### src/rtl/adxl_spi_pkg.sv
// Shared constants for the ADXL362-style SPI link: command bytes, register map and FSM states.
// Used by both the responder (device end) and the on-chip SPI master.
package adxl_spi_pkg;

    localparam logic [7:0] CMD_WRITE      = 8'h0A;
    localparam logic [7:0] CMD_READ       = 8'h0B;

    localparam logic [7:0] ADDR_DEVID     = 8'h00;
    localparam logic [7:0] ADDR_STATUS    = 8'h0B;
    localparam logic [7:0] ADDR_X_L       = 8'h0E;
    localparam logic [7:0] ADDR_X_H       = 8'h0F;
    localparam logic [7:0] ADDR_Y_L       = 8'h10;
    localparam logic [7:0] ADDR_Y_H       = 8'h11;
    localparam logic [7:0] ADDR_Z_L       = 8'h12;
    localparam logic [7:0] ADDR_Z_H       = 8'h13;
    localparam logic [7:0] ADDR_POWER_CTL = 8'h2D;

    typedef enum logic [2:0] {
        IDLE,
        CMD,
        ADDR,
        DATA,
        IGNORE
    } spi_state_e;

    // High register byte: sign-extended top nibble of a 12-bit sample.
    function automatic logic [7:0] sample_hi(input logic signed [11:0] s);
        return {{4{s[11]}}, s[11:8]};
    endfunction

endpackage

### src/rtl/adxl_spi_responder_spi_in_sync.sv
// N-flop synchronizer for an asynchronous SPI pad, followed by one edge-detect flop.
// rise/fall are single-cycle pulses aligned with the synchronized level q.
module spi_in_sync #(
    parameter int   N       = 2,
    parameter logic RST_VAL = 1'b0
) (
    input  logic clk,
    input  logic reset,
    input  logic d,
    output logic q,
    output logic rise,
    output logic fall
);

    logic [N-1:0] sync_q, sync_d;
    logic         prev_q, prev_d;

    always_comb begin
        sync_d = {sync_q[N-2:0], d};
        prev_d = sync_q[N-1];
    end

    always_ff @(posedge clk) begin
        if (!reset) begin
            sync_q <= {N{RST_VAL}};
            prev_q <= RST_VAL;
        end else begin
            sync_q <= sync_d;
            prev_q <= prev_d;
        end
    end

    assign q    = sync_q[N-1];
    assign rise = sync_q[N-1] & ~prev_q;
    assign fall = ~sync_q[N-1] & prev_q;

endmodule

### src/rtl/adxl_spi_responder.sv
// ADXL362-protocol SPI mode-0 slave: device end of the accelerometer link / loopback sensor model.
// Define ADXL_SPI_AUTOINC_EN to let burst transfers walk consecutive registers.
module adxl_spi_responder
    import adxl_spi_pkg::*;
#(
    parameter logic [7:0] DEVID       = 8'hAD,
    parameter int         SYNC_STAGES = 2
) (
    input  logic               clk_50,
    input  logic               reset,
    input  logic               sclk,
    input  logic               n_CS,
    input  logic               MOSI,
    output logic               MISO,
    output logic               miso_oe,
    input  logic signed [11:0] x_sample,
    input  logic signed [11:0] y_sample,
    input  logic signed [11:0] z_sample,
    input  logic               sample_valid,
    output logic [7:0]         power_ctl,
    output logic               meas_mode,
    output logic               xact_done,
    output logic               err_bad_cmd
);

    logic sclk_lvl_unused, sclk_rise, sclk_fall;
    logic cs_lvl_unused, cs_rise, cs_fall;
    logic mosi_s, mosi_rise_unused, mosi_fall_unused;

    spi_in_sync #(.N(SYNC_STAGES), .RST_VAL(1'b0)) u_sync_sclk (
        .clk(clk_50), .reset(reset), .d(sclk),
        .q(sclk_lvl_unused), .rise(sclk_rise), .fall(sclk_fall)
    );

    // n_CS idles high, so its chain resets high to avoid a phantom select.
    spi_in_sync #(.N(SYNC_STAGES), .RST_VAL(1'b1)) u_sync_cs (
        .clk(clk_50), .reset(reset), .d(n_CS),
        .q(cs_lvl_unused), .rise(cs_rise), .fall(cs_fall)
    );

    spi_in_sync #(.N(SYNC_STAGES), .RST_VAL(1'b0)) u_sync_mosi (
        .clk(clk_50), .reset(reset), .d(MOSI),
        .q(mosi_s), .rise(mosi_rise_unused), .fall(mosi_fall_unused)
    );

    spi_state_e         state_q, state_d;
    logic [2:0]         bit_cnt_q, bit_cnt_d;
    logic [6:0]         shift_in_q, shift_in_d;
    logic [7:0]         sr_q, sr_d;
    logic [7:0]         addr_q, addr_d;
    logic               is_read_q, is_read_d;
    logic               data_ok_q, data_ok_d;
    logic               load_q, load_d;
    logic               miso_q, miso_d;
    logic               oe_q, oe_d;
    logic [7:0]         power_ctl_q, power_ctl_d;
    logic               data_ready_q, data_ready_d;
    logic               xact_done_q, xact_done_d;
    logic               err_q, err_d;
    logic signed [11:0] shadow_x_q, shadow_x_d, shadow_y_q, shadow_y_d, shadow_z_q, shadow_z_d;
    logic signed [11:0] snap_x_q, snap_x_d, snap_y_q, snap_y_d, snap_z_q, snap_z_d;
    logic [7:0]         in_byte;
    logic [7:0]         rd_byte;
    logic               clr_ready;

    assign in_byte = {shift_in_q, mosi_s};

    // data_ok_q gates the map so bytes beyond the first read 0 without auto-increment.
    always_comb begin
        rd_byte = 8'h00;
        if (data_ok_q) begin
            case (addr_q)
                ADDR_DEVID:     rd_byte = DEVID;
                ADDR_STATUS:    rd_byte = {7'b0, data_ready_q};
                ADDR_X_L:       rd_byte = snap_x_q[7:0];
                ADDR_X_H:       rd_byte = sample_hi(snap_x_q);
                ADDR_Y_L:       rd_byte = snap_y_q[7:0];
                ADDR_Y_H:       rd_byte = sample_hi(snap_y_q);
                ADDR_Z_L:       rd_byte = snap_z_q[7:0];
                ADDR_Z_H:       rd_byte = sample_hi(snap_z_q);
                ADDR_POWER_CTL: rd_byte = power_ctl_q;
                default:        rd_byte = 8'h00;
            endcase
        end
    end

    always_comb begin
        state_d      = state_q;
        bit_cnt_d    = bit_cnt_q;
        shift_in_d   = shift_in_q;
        sr_d         = sr_q;
        addr_d       = addr_q;
        is_read_d    = is_read_q;
        data_ok_d    = data_ok_q;
        load_d       = load_q;
        miso_d       = miso_q;
        oe_d         = oe_q;
        power_ctl_d  = power_ctl_q;
        xact_done_d  = 1'b0;
        err_d        = 1'b0;
        clr_ready    = 1'b0;
        shadow_x_d   = shadow_x_q;
        shadow_y_d   = shadow_y_q;
        shadow_z_d   = shadow_z_q;
        snap_x_d     = snap_x_q;
        snap_y_d     = snap_y_q;
        snap_z_d     = snap_z_q;

        if (sample_valid) begin
            shadow_x_d = x_sample;
            shadow_y_d = y_sample;
            shadow_z_d = z_sample;
        end

        if (cs_fall) begin
            state_d   = CMD;
            bit_cnt_d = 3'd7;
            oe_d      = 1'b1;
            miso_d    = 1'b0;
            load_d    = 1'b0;
            data_ok_d = 1'b0;
            snap_x_d  = shadow_x_q;
            snap_y_d  = shadow_y_q;
            snap_z_d  = shadow_z_q;
        end else if (cs_rise) begin
            state_d     = IDLE;
            bit_cnt_d   = 3'd7;
            oe_d        = 1'b0;
            miso_d      = 1'b0;
            load_d      = 1'b0;
            xact_done_d = 1'b1;
        end else if (state_q != IDLE && state_q != IGNORE) begin
            if (sclk_rise) begin
                shift_in_d = in_byte[6:0];
                bit_cnt_d  = bit_cnt_q - 3'd1;
                if (bit_cnt_q == 3'd0) begin
                    bit_cnt_d = 3'd7;
                    case (state_q)
                        CMD: begin
                            if (in_byte == CMD_WRITE || in_byte == CMD_READ) begin
                                state_d   = ADDR;
                                is_read_d = (in_byte == CMD_READ);
                            end else begin
                                state_d = IGNORE;
                                err_d   = 1'b1;
                            end
                        end
                        ADDR: begin
                            state_d   = DATA;
                            addr_d    = in_byte;
                            data_ok_d = 1'b1;
                            load_d    = is_read_q;
                        end
                        DATA: begin
                            if (data_ok_q) begin
                                if (!is_read_q && addr_q == ADDR_POWER_CTL)
                                    power_ctl_d = in_byte;
                                if (is_read_q && addr_q == ADDR_Z_H)
                                    clr_ready = 1'b1;
                            end
`ifdef ADXL_SPI_AUTOINC_EN
                            addr_d = addr_q + 8'd1;
`else
                            data_ok_d = 1'b0;
`endif
                            load_d = is_read_q;
                        end
                        default: ;
                    endcase
                end
            end else if (sclk_fall) begin
                if (state_q == DATA && is_read_q) begin
                    if (load_q) begin
                        miso_d = rd_byte[7];
                        sr_d   = {rd_byte[6:0], 1'b0};
                        load_d = 1'b0;
                    end else begin
                        miso_d = sr_q[7];
                        sr_d   = {sr_q[6:0], 1'b0};
                    end
                end else begin
                    miso_d = 1'b0;
                end
            end
        end else if (state_q == IGNORE) begin
            miso_d = 1'b0;
        end

        // A new sample outranks the clear from reading Z_H in the same cycle.
        data_ready_d = data_ready_q;
        if (clr_ready)
            data_ready_d = 1'b0;
        if (sample_valid)
            data_ready_d = 1'b1;
    end

    always_ff @(posedge clk_50) begin
        if (!reset) begin
            state_q      <= IDLE;
            bit_cnt_q    <= 3'd7;
            shift_in_q   <= '0;
            sr_q         <= '0;
            addr_q       <= '0;
            is_read_q    <= 1'b0;
            data_ok_q    <= 1'b0;
            load_q       <= 1'b0;
            miso_q       <= 1'b0;
            oe_q         <= 1'b0;
            power_ctl_q  <= '0;
            data_ready_q <= 1'b0;
            xact_done_q  <= 1'b0;
            err_q        <= 1'b0;
            shadow_x_q   <= '0;
            shadow_y_q   <= '0;
            shadow_z_q   <= '0;
            snap_x_q     <= '0;
            snap_y_q     <= '0;
            snap_z_q     <= '0;
        end else begin
            state_q      <= state_d;
            bit_cnt_q    <= bit_cnt_d;
            shift_in_q   <= shift_in_d;
            sr_q         <= sr_d;
            addr_q       <= addr_d;
            is_read_q    <= is_read_d;
            data_ok_q    <= data_ok_d;
            load_q       <= load_d;
            miso_q       <= miso_d;
            oe_q         <= oe_d;
            power_ctl_q  <= power_ctl_d;
            data_ready_q <= data_ready_d;
            xact_done_q  <= xact_done_d;
            err_q        <= err_d;
            shadow_x_q   <= shadow_x_d;
            shadow_y_q   <= shadow_y_d;
            shadow_z_q   <= shadow_z_d;
            snap_x_q     <= snap_x_d;
            snap_y_q     <= snap_y_d;
            snap_z_q     <= snap_z_d;
        end
    end

    assign MISO        = miso_q;
    assign miso_oe     = oe_q;
    assign power_ctl   = power_ctl_q;
    assign meas_mode   = (power_ctl_q[1:0] == 2'b10);
    assign xact_done   = xact_done_q;
    assign err_bad_cmd = err_q;

endmodule

### config.mk
export PLATFORM = sky130hd
export DESIGN_NAME = adxl_spi_responder
export DESIGN_NICKNAME = d
export VERILOG_FILES = /design/src/rtl/adxl_spi_pkg.sv /design/src/rtl/adxl_spi_responder_spi_in_sync.sv /design/src/rtl/adxl_spi_responder.sv
export SDC_FILE = /design/constraint.sdc
export NUM_CORES = 1
export LEC_CHECK = 0
export ABC_AREA = 1
export BUFFER_PORTS_ARGS = -buffer_cell sky130_fd_sc_hd__clkbuf_2
export CORE_ASPECT_RATIO = 1.1
export CORE_MARGIN = 1.5
export CORE_UTILIZATION = 55
export CTS_BUF_LIST = sky130_fd_sc_hd__clkbuf_4
export DETAILED_ROUTE_END_ITERATION = 8
export PLACE_DENSITY_LB_ADDON = 0.08
export SYNTH_ARGS = -nofsm -noshare
export SYNTH_HDL_FRONTEND = slang
export SYNTH_SLANG_ARGS = --single-unit
### constraint.sdc
create_clock -name clk_50 -period 1.55 [get_ports clk_50]
set_clock_uncertainty 0.05 [all_clocks]
set_input_delay 0.155 -clock clk_50 [delete_from_list [all_inputs] [get_ports clk_50]]
set_output_delay 0.155 -clock clk_50 [all_outputs]
set_load 0.01 [all_outputs]
-- After elaboration in Yosys (flattened, before gate mapping)
Cells that the tools add are included.
- register bits after elaboration: 125
- bits in latches: 0
- RAM bits: 0
- ROM bits: 0
- bits of input ports: 42
- output and inout bits: 13
- word-level logic and storage cells: 134
- memories: 0
- add/subtract/negate cells: 1
- multipliers: 0
- divide/modulo/power cells: 0
- order comparisons: 0
- equal/unequal tests: 20
- shift operators: 0
- multiplexer cells: 37
- bitwise gates (word level): 15
- reductions and logical operators: 35
- operator list (cell ; count):
    $pmux 8 s9 ; 1
    $eq 8x4->1 const B ; 5
    $eq 8x5->1 const B ; 4
    $mux 1 ; 30
    $mux 8 ; 2
    $reduce_bool 2->1 ; 7
    $reduce_and 4->1 ; 3
    $reduce_and 6->1 ; 2
    $reduce_bool 3->1 ; 4
    $not 1->1 ; 11
    $reduce_and 5->1 ; 2
    $eq 8x6->1 const B ; 1
    $logic_not 8->1 ; 1
    $reduce_and 8->1 ; 1
    $reduce_and 7->1 ; 1
    $reduce_or 7->1 ; 1
    $eq 3x2->1 const B ; 2
    $mux 3 ; 2
    $ne 2x2->1 const B ; 3
    $pmux 3 s2 ; 1
    $and 1x1->1 ; 4
    $logic_and 1x1->1 ; 4
    $reduce_bool 4->1 ; 1
    $reduce_or 2->1 ; 2
    other kinds (13) ; 13

-- Logic depth before layout (Yosys ltp)
Gate-level depths: netlist (run 1).
- word-level depth: 12
- gate-level depth with buffers: 13
- depth with buffers taken out: 13

-- Cells and area by module
From an unflattened synthesis (run 1), not the netlist that was laid out.
- cells, all modules: 706
- area total of the unflattened synthesis: 5148.7 sq um
- by module, submodules not included (module ; instances ; cells an instance ; area an instance (sq um) ; seq. area each (sq um)):
    adxl_spi_responder ; 1 ; 668 ; 4854.7 ; 2322.2
    spi_in_sync (u_sync_mosi ...) ; 2 ; 13 ; 100.1 ; 60.1
    spi_in_sync (u_sync_cs) ; 1 ; 12 ; 93.8 ; 60.1

-- Worst setup path after synthesis (run 1)
OpenSTA, ideal clock, no wires.
- path kind: register to register
- start point: register u_sync_cs.sync_q[1]
- end point: register sr_q[5]
- library setup time: 0.122 ns
- data arrival time: 1.463 ns
- required time: 1.378 ns
- path slack: -0.085 ns
- stages on the path, launching flop included: 10
- buffers on the path: 1
- period minus slack after synthesis: 1.635 ns
- path through: dfxtp_1 -> inv_1 -> ha_1 -> buf_2 -> nor2_1 -> inv_1 -> nor3_4 -> inv_1 -> a21oi_1 -> a21oi_1
- cells in the longest elaborated chain, start to end: 4
- elaborated cells between the ends (all ways): 6
- those cells by class: bitwise (5); reduce/logical (1)
- ends and longest elaborated chain (element ; line ; text):
    from (decl) ; adxl_spi_responder_spi_in_sync.sv:15 ; logic [N-1:0] sync_q, sync_d;
    from (signal assigned) ; adxl_spi_responder_spi_in_sync.sv:25 ; sync_q <= {N{RST_VAL}};
    from (signal assigned) ; adxl_spi_responder_spi_in_sync.sv:28 ; sync_q <= sync_d;
    $not 1->1 ; adxl_spi_responder_spi_in_sync.sv:35 ; assign fall = ~sync_q[N-1] & prev_q;
    $and 1x1->1 ; adxl_spi_responder_spi_in_sync.sv:35 ;
    named net cs_fall ; adxl_spi_responder.sv:27 ; logic cs_lvl_unused, cs_rise, cs_fall;
    $not 1->1 (no source line) ; - ;
    $reduce_and 6->1 (no source line) ; - ;
    to (signal assigned) ; adxl_spi_responder.sv:223 ; sr_q <= sr_d;
    to (decl) ; adxl_spi_responder.sv:49 ; logic [7:0] sr_q, sr_d;
The timed path passes the listed nets, and every way through them passes these cells.
A chain may end at the register's enable or synchronous reset.

-- Final worst setup path (run 1)
- start point: register bit_cnt_q[1]
- end point: register addr_q[6]
- cells in the longest elaborated chain, start to end: 2
- ends and longest elaborated chain (element ; line ; text):
    from (decl) ; adxl_spi_responder.sv:47 ; logic [2:0] bit_cnt_q, bit_cnt_d;
    from (signal assigned) ; adxl_spi_responder.sv:221 ; bit_cnt_q <= bit_cnt_d;
    $logic_not 3->1 ; adxl_spi_responder.sv:136 ; if (bit_cnt_q == 3'd0) begin
    $reduce_and 6->1 (no source line) ; - ;
    to (signal assigned) ; adxl_spi_responder.sv:224 ; addr_q <= addr_d;
    to (decl) ; adxl_spi_responder.sv:50 ; logic [7:0] addr_q, addr_d;
Every way passes these cells.

==> run metrics, run 1 <==
CTS Buf Count 17; final net count around 870; number of max-cap violations 0; PD cells 949 nW/um2; starting density of the core 0.570; # diodes 0; Congestion Overflow GR 0; Critical Path RT 1.97 ns; status complete, but fails checks; die area about 10000 um2; IO buf count 54; RSZ-0062 raised after global routing true; period utilisation layout 1.03; Worst VDD drop around 0.90 mV; Sink Count roughly 120; capturing element type of the critical path register; Tmin final 1.60 ns; DRT iter0 DRCs around 290; sequential cell area fraction in the yosys report 0.488; Die H 104 um; Lkg Pwr 3.17 nW; Final Max Slew Viols 0; worst reg2reg setup slack -0.05 ns; Syn Area/Cell 7.31 um2; EDFF count, synth 0; Area after DPL between 5000 and 6000 um2; residual DRC count 0; clock-pin slew on the worst setup and hold paths ~0.12 ns; FMAX 625 MHz; final worst slack -0.0488 ns; row count 36; GRT Total Usage 0.281; TritonCTS clock tree built; final wirelength 13.6 mm; clk buf depth 2; Post-Syn Area approximately 5100 um2; Clock Tree Root clkbuf_4; slew margin rel. 0.573; H-tree depth 4; Max FO, Critical Path 6; worst skew pair latency between 0.5 and 0.6 ns; failing checks negative setup slack; Area Growth Syn to Fin 36.6%; ANT nets after route 0; DR vias 5026; largest net degree at the start of global routing 57; Synth Net Count about 740; total power draw about 0.0066 W; synth unique cells 34; layout cells sized above 1 0.286; final-report hold violation count 0; final setup fails 7; critical path data arrival time 2.02 ns; synthesized flop and latch total around 120; Die Span X about 95 um; Setup WS pre-CTS -0.0314 ns; Async S/R FF share, synth 0; TNS Setup -0.213 ns; per-cell routed wire length approximately 14 um; utilization after layout 0.779; first-pass GRT wire length between 20 and 25 mm; Post-Layout Inst Area just under 7000 um2; gpl congestion around 0.92; Critical Path Source Type register; worst-margin pin slew 0.640 ns; Yosys warning count 0; vias in the first global route between 4000 and 5000; Vias/cell between 5 and 6; Mapped Cells 696; initial antenna violation count 0; Hold WC Path Type input port to register; Core ar. 8920 um2; critical path class register to register; Top Ports 55; detailed placement HPWL slightly above 8 mm; Top FF cell, synth dfxtp_1; First-pass DRT Iterations 5
where the power goes:
part	switching (W)	total [W]	internal, W	leakage (nW)
Combinational	0.000241	0.000466	0.000225	1.96
Clock	0.00128	0.00275	0.00147	0.186
Sequential	0.0000693	0.00337	0.00330	1.02
Total	0.00159	0.00659	0.00500	3.17
cell type report:
cell class / instances / area (um2)
Multi-Input combinational cell: 487 / 2560
Sequential cell: 124 / 2510
Fill cell: 646 / 1970
Timing Repair Buffer: 142 / 1160
Clock inverter: 14 / 220
Inverter: 55 / 211
Tap cell: 114 / 143
Clock buffer: 18 / 135
critical path: stages (launching register included):
cell and delay, ns:
dfxtp_2 0.34, inv_2 0.08, ha_4 0.14, nand2_4 0.07
nor2_4 0.14, nand2_4 0.07, nor3_4 0.20, buf_12 0.15
buf_8 0.11, o21ai_1 0.05, a21oi_1 0.13
synthesized netlist by cell type (2+ instances only):
cell type	number	share of area
nor2_1	173	0.13
dfxtp_1	124	0.49
o21ai_0	113	0.11
nand2_1	87	0.064
inv_1	50	0.037
a21oi_1	47	0.046
clkbuf_1	24	0.018
nand3_1	22	0.022
nor2_2	8	0.0098
inv_2	5	0.0037
nand4_1	5	0.0062
ha_1	4	0.0098
a21oi_2	3	0.0052
nand2_2	3	0.0037
nor3_4	3	0.0096
buf_1	2	0.0015
buf_2	2	0.0020
nor2_4	2	0.0044
o21ai_1	2	0.0020
or2_2	2	0.0025
xor2_1	2	0.0034
sequential cells by signal, summed over array words and instances, names as in the netlist, 8 cells and up:
name	flops
shadow_x_q	12
shadow_y_q	12
shadow_z_q	12
snap_x_q	12
snap_y_q	12
snap_z_q	12
addr_q	8
power_ctl	8
placed cells by master (no fill, tap or decap), types with 2 or more instances in the layout:
cell,instances
nor2_1,160
dfxtp_1,110
o21ai_0,104
nand2_1,67
clkbuf_2,54
dlygate4sd3_1,49
a21oi_1,37
inv_1,34
buf_4,25
inv_2,19
clkbuf_4,18
nand2_2,15
nand3_1,15
nor2_2,13
a21oi_2,13
nor2_4,10
nand2_4,9
o21ai_1,8
dfxtp_2,8
buf_6,7
nand3_2,6
dfxtp_4,6
clkinv_4,6
nand4_1,5
bufinv_16,5
buf_12,5
nor3_4,4
o21ai_2,3
inv_4,2
nand3_4,2
xor2_1,2
or2_2,2
ha_4,2
ha_1,2
clkinv_2,2
buf_8,2
metal layers:
metal  share of wire  global-route usage  vias to the layer above
met3           0.042              0.0705                       26
met4           0.017              0.0842                        0
met5               0                   0                        -
met1            0.44               0.351                     2348
li1                -                   -                     2523
met2            0.50               0.472                      129
repair_timing:
action                                  4_1_cts  5_1_grt
hold buffers                                 49        0
buffers inserted                              2       10
pin swaps                                     4       33
gates resized for setup                      19      116
endpoints found under the setup margin       24       36
endpoints found under the hold margin        43        0
logic make-up (layout without fill, tap and decap cells):
logic type / after synthesis / after routing / share of synthesized area
AND/OR/NAND/NOR: 311 / 311 / 0.259
AO/OA/AOI/OAI: 170 / 170 / 0.174
flip-flops: 124 / 124 / 0.488
XOR/XNOR: 2 / 2 / 0.00345
buffers and inverters: 85 / 229 / 0.0655
adder cells (fa/ha/maj): 4 / 4 / 0.00984
final timing paths:
path         cells past startpoint                    end                   from
max                             10              addr_q[6]           bit_cnt_q[1]
min                              4              addr_q[0]                  reset
max reg2reg                     10              addr_q[6]           bit_cnt_q[1]
min reg2reg                      2  u_sync_mosi.sync_q[1]  u_sync_mosi.sync_q[0]
per-stage QoR:
step | std cells | hold WS, ns
floorplan | 696 | 0.203
global placement | 861 | 0.288
detailed placement | 861 | 0.291
CTS | 944 | 0.0664
global route | 954 | 0.114
finish | 954 | 0.0963
Power figures use the tool's default switching activity.
==> run 2, diff against run 1 <==
PLACE_DENSITY_LB_ADDON = 0.05   (was 0.08)
==> run 2 against run 1 <==
The flow still finishes with violations (negative setup slack); setup slack worse by 0.029 ns; cell count is 0.10% higher; worst hold slack got worse by 0.013 ns; combinational power about the same; clock power is 15% lower; register-to-register slack got worse by 0.03 ns; die area is the same; global-route usage up 0.53 points; largest cell class is now flip-flops and latches.
==> run metrics, run 2 (same netlist as run 1, synthesis figures left out) <==
status complete, but fails checks; failing checks negative setup slack; RSZ-0062 raised after global routing true; clk buf depth 2 (unchanged); final wirelength 13.5 mm (-0.62%); # diodes 0 (unchanged); worst skew pair latency 0.54 ns (about the same); Post-Layout Inst Area 6740 um2 (-3.0%); Die H 104 um (unchanged); final setup fails 13 (+6); busiest layer in global routing met2; Vias/cell 5.23 (-0.72%); Hold WC Path Type input port to register; Congestion Overflow GR 0 (unchanged); critical path data arrival time 2.06 ns (+0.04 ns); DR vias 4995 (-0.62%); fill count 706 (+9.3%); most common cell after layout, fill and taps aside nor2_1; Worst VDD drop 0.673 mV (-25%); starting density of the core 0.570 (unchanged); IO buf count 54 (unchanged); utilization after layout 0.755 (-0.0231); largest net degree at the start of global routing 58 (+1.8%); FMAX 614 MHz (-1.8%); Critical Path Source Type register; GRT Total Usage 0.287 (+0.00534); Lkg Pwr 3.08 nW (-2.9%); Area after DPL 5620 um2 (-0.31%); met2 usage 0.472 (unchanged); number of max-cap violations 0 (unchanged); DRT iter0 DRCs 230 (-21%); most frequent cells in the layout nor2_1, dfxtp_1, o21ai_0, nand2_1, clkbuf_2; area used by multi-input combinational logic 2440 um2 (-4.8%); die area 9830 um2 (unchanged); worst-margin pin slew 0.611 ns (-0.0291 ns); TritonCTS clock tree built; Tmin final 1.63 ns (+0.0289 ns); met3 usage 0.0639 (-0.00661); final-report hold violation count 0 (unchanged); first-pass GRT wire length 21.9 mm (+1.4%); H-tree depth 4 (unchanged); final hold slack 0.0837 ns (-0.0126 ns); Core ar. 8920 um2 (unchanged); final net count 874 (+0.11%); register area 2500 um2 (-0.60%); detailed placement HPWL 8.43 mm (+2.0%); Final Max Slew Viols 0 (unchanged); Sink Count 124 (unchanged); slew margin rel. 0.592 (+0.0194); ANT nets after route 0 (unchanged); residual DRC count 0 (unchanged); M1 GR Usage 0.357 (+0.00652); initial antenna violation count 0 (unchanged); row count 36 (unchanged); Area Growth Syn to Fin 32.5%; gpl congestion 0.973 (+6.3%); First-pass DRT Iterations 5 (unchanged); layout cells sized above 1 0.247 (-0.0384); clock-pin slew on the worst setup and hold paths 0.12 ns (about the same); Top Ports 55 (unchanged); critical path class register to register; CTS Buf Count 17 (unchanged); final worst slack -0.0777 ns (-0.0289 ns); Clock Tree Root clkbuf_4; period utilisation layout 1.05 (+0.0187); per-cell routed wire length 14.2 um (-0.72%); Setup WS pre-CTS -0.0557 ns (-0.0242 ns); Die Span X 94.7 um (unchanged); final std cells w/o fill 955 (+0.10%); PD cells 918 nW/um2 (-3.2%); Critical Path RT 1.98 ns (about the same); dpl cells 862 (+0.12%); Max FO, Critical Path 8 (+2); vias in the first global route 4761 (+0.34%); capturing element type of the critical path register
## run 2: cell count changes in the layout (fill, tap and decap cells not counted), sizes merged
cell | previous run | this run
dlygate4sd3 | 49 | 48
buf | 39 | 40
bufinv | 5 | 3
clkbuf | 72 | 75
clkinv | 8 | 6
clkinvlp | 1 | 3
## run 2: where the power goes
part | leakage, nW | switching [W] | internal, W
Clock | 0.154 | 0.00118 | 0.00116
Sequential | 1.02 | 0.0000695 | 0.00331
Combinational | 1.90 | 0.000241 | 0.000222
Total | 3.08 | 0.00149 | 0.00469
## run 2: final cells by class
type / count / area share
well taps: 114 / 0.0212
flip-flops and latches: 124 / 0.371
multi-input cells: 487 / 0.362
repair buffers: 143 / 0.171
clock inverters: 12 / 0.0219
inverters: 55 / 0.0306
clock buffers: 20 / 0.0223
## run 2: final timing paths
kind | startpoint | endpoint | slack, ns | cells after the start
max | bit_cnt_q[1] | power_ctl[5] | -0.08 | 10
min | reset | u_sync_sclk.sync_q[1] | 0.08 | 4
max reg2reg | bit_cnt_q[1] | power_ctl[5] | -0.08 | 10
min reg2reg | u_sync_sclk.sync_q[0] | u_sync_sclk.sync_q[1] | 0.37 | 2
## run 2: metal layers
metal / routed length, um / vias to the layer above
met5: 0 / -
met4: 314 / 0
met3: 538 / 28
met2: 6790 / 131
met1: 5900 / 2317
li1: - / 2519
## run 2: repair_timing
action	in CTS	in global routing
pin swaps	8	9
setup endpoints to repair	19	38
buffers inserted	10	2
cloned	1	1
resized for setup	32	52
hold buffers	48	0
endpoints found under the hold margin	41	0
## run 2: worst max-delay path: stages, from the launching register on
cell       delay [ns]
dfxtp_2          0.33
inv_2            0.07
ha_4             0.14
nand2_4          0.06
buf_6            0.13
nor2_4           0.08
inv_2            0.06
nor3_4           0.27
clkbuf_16        0.21
o21ai_1          0.06
a21oi_2          0.12
## run 2: stage by stage
stage               power (W)  setup TNS (ns)
floorplan             0.00365               0
global placement      0.00379               0
detailed placement    0.00379          -0.298
CTS                   0.00621          -0.405
global route          0.00646           -2.67
finish                0.00619          -0.505
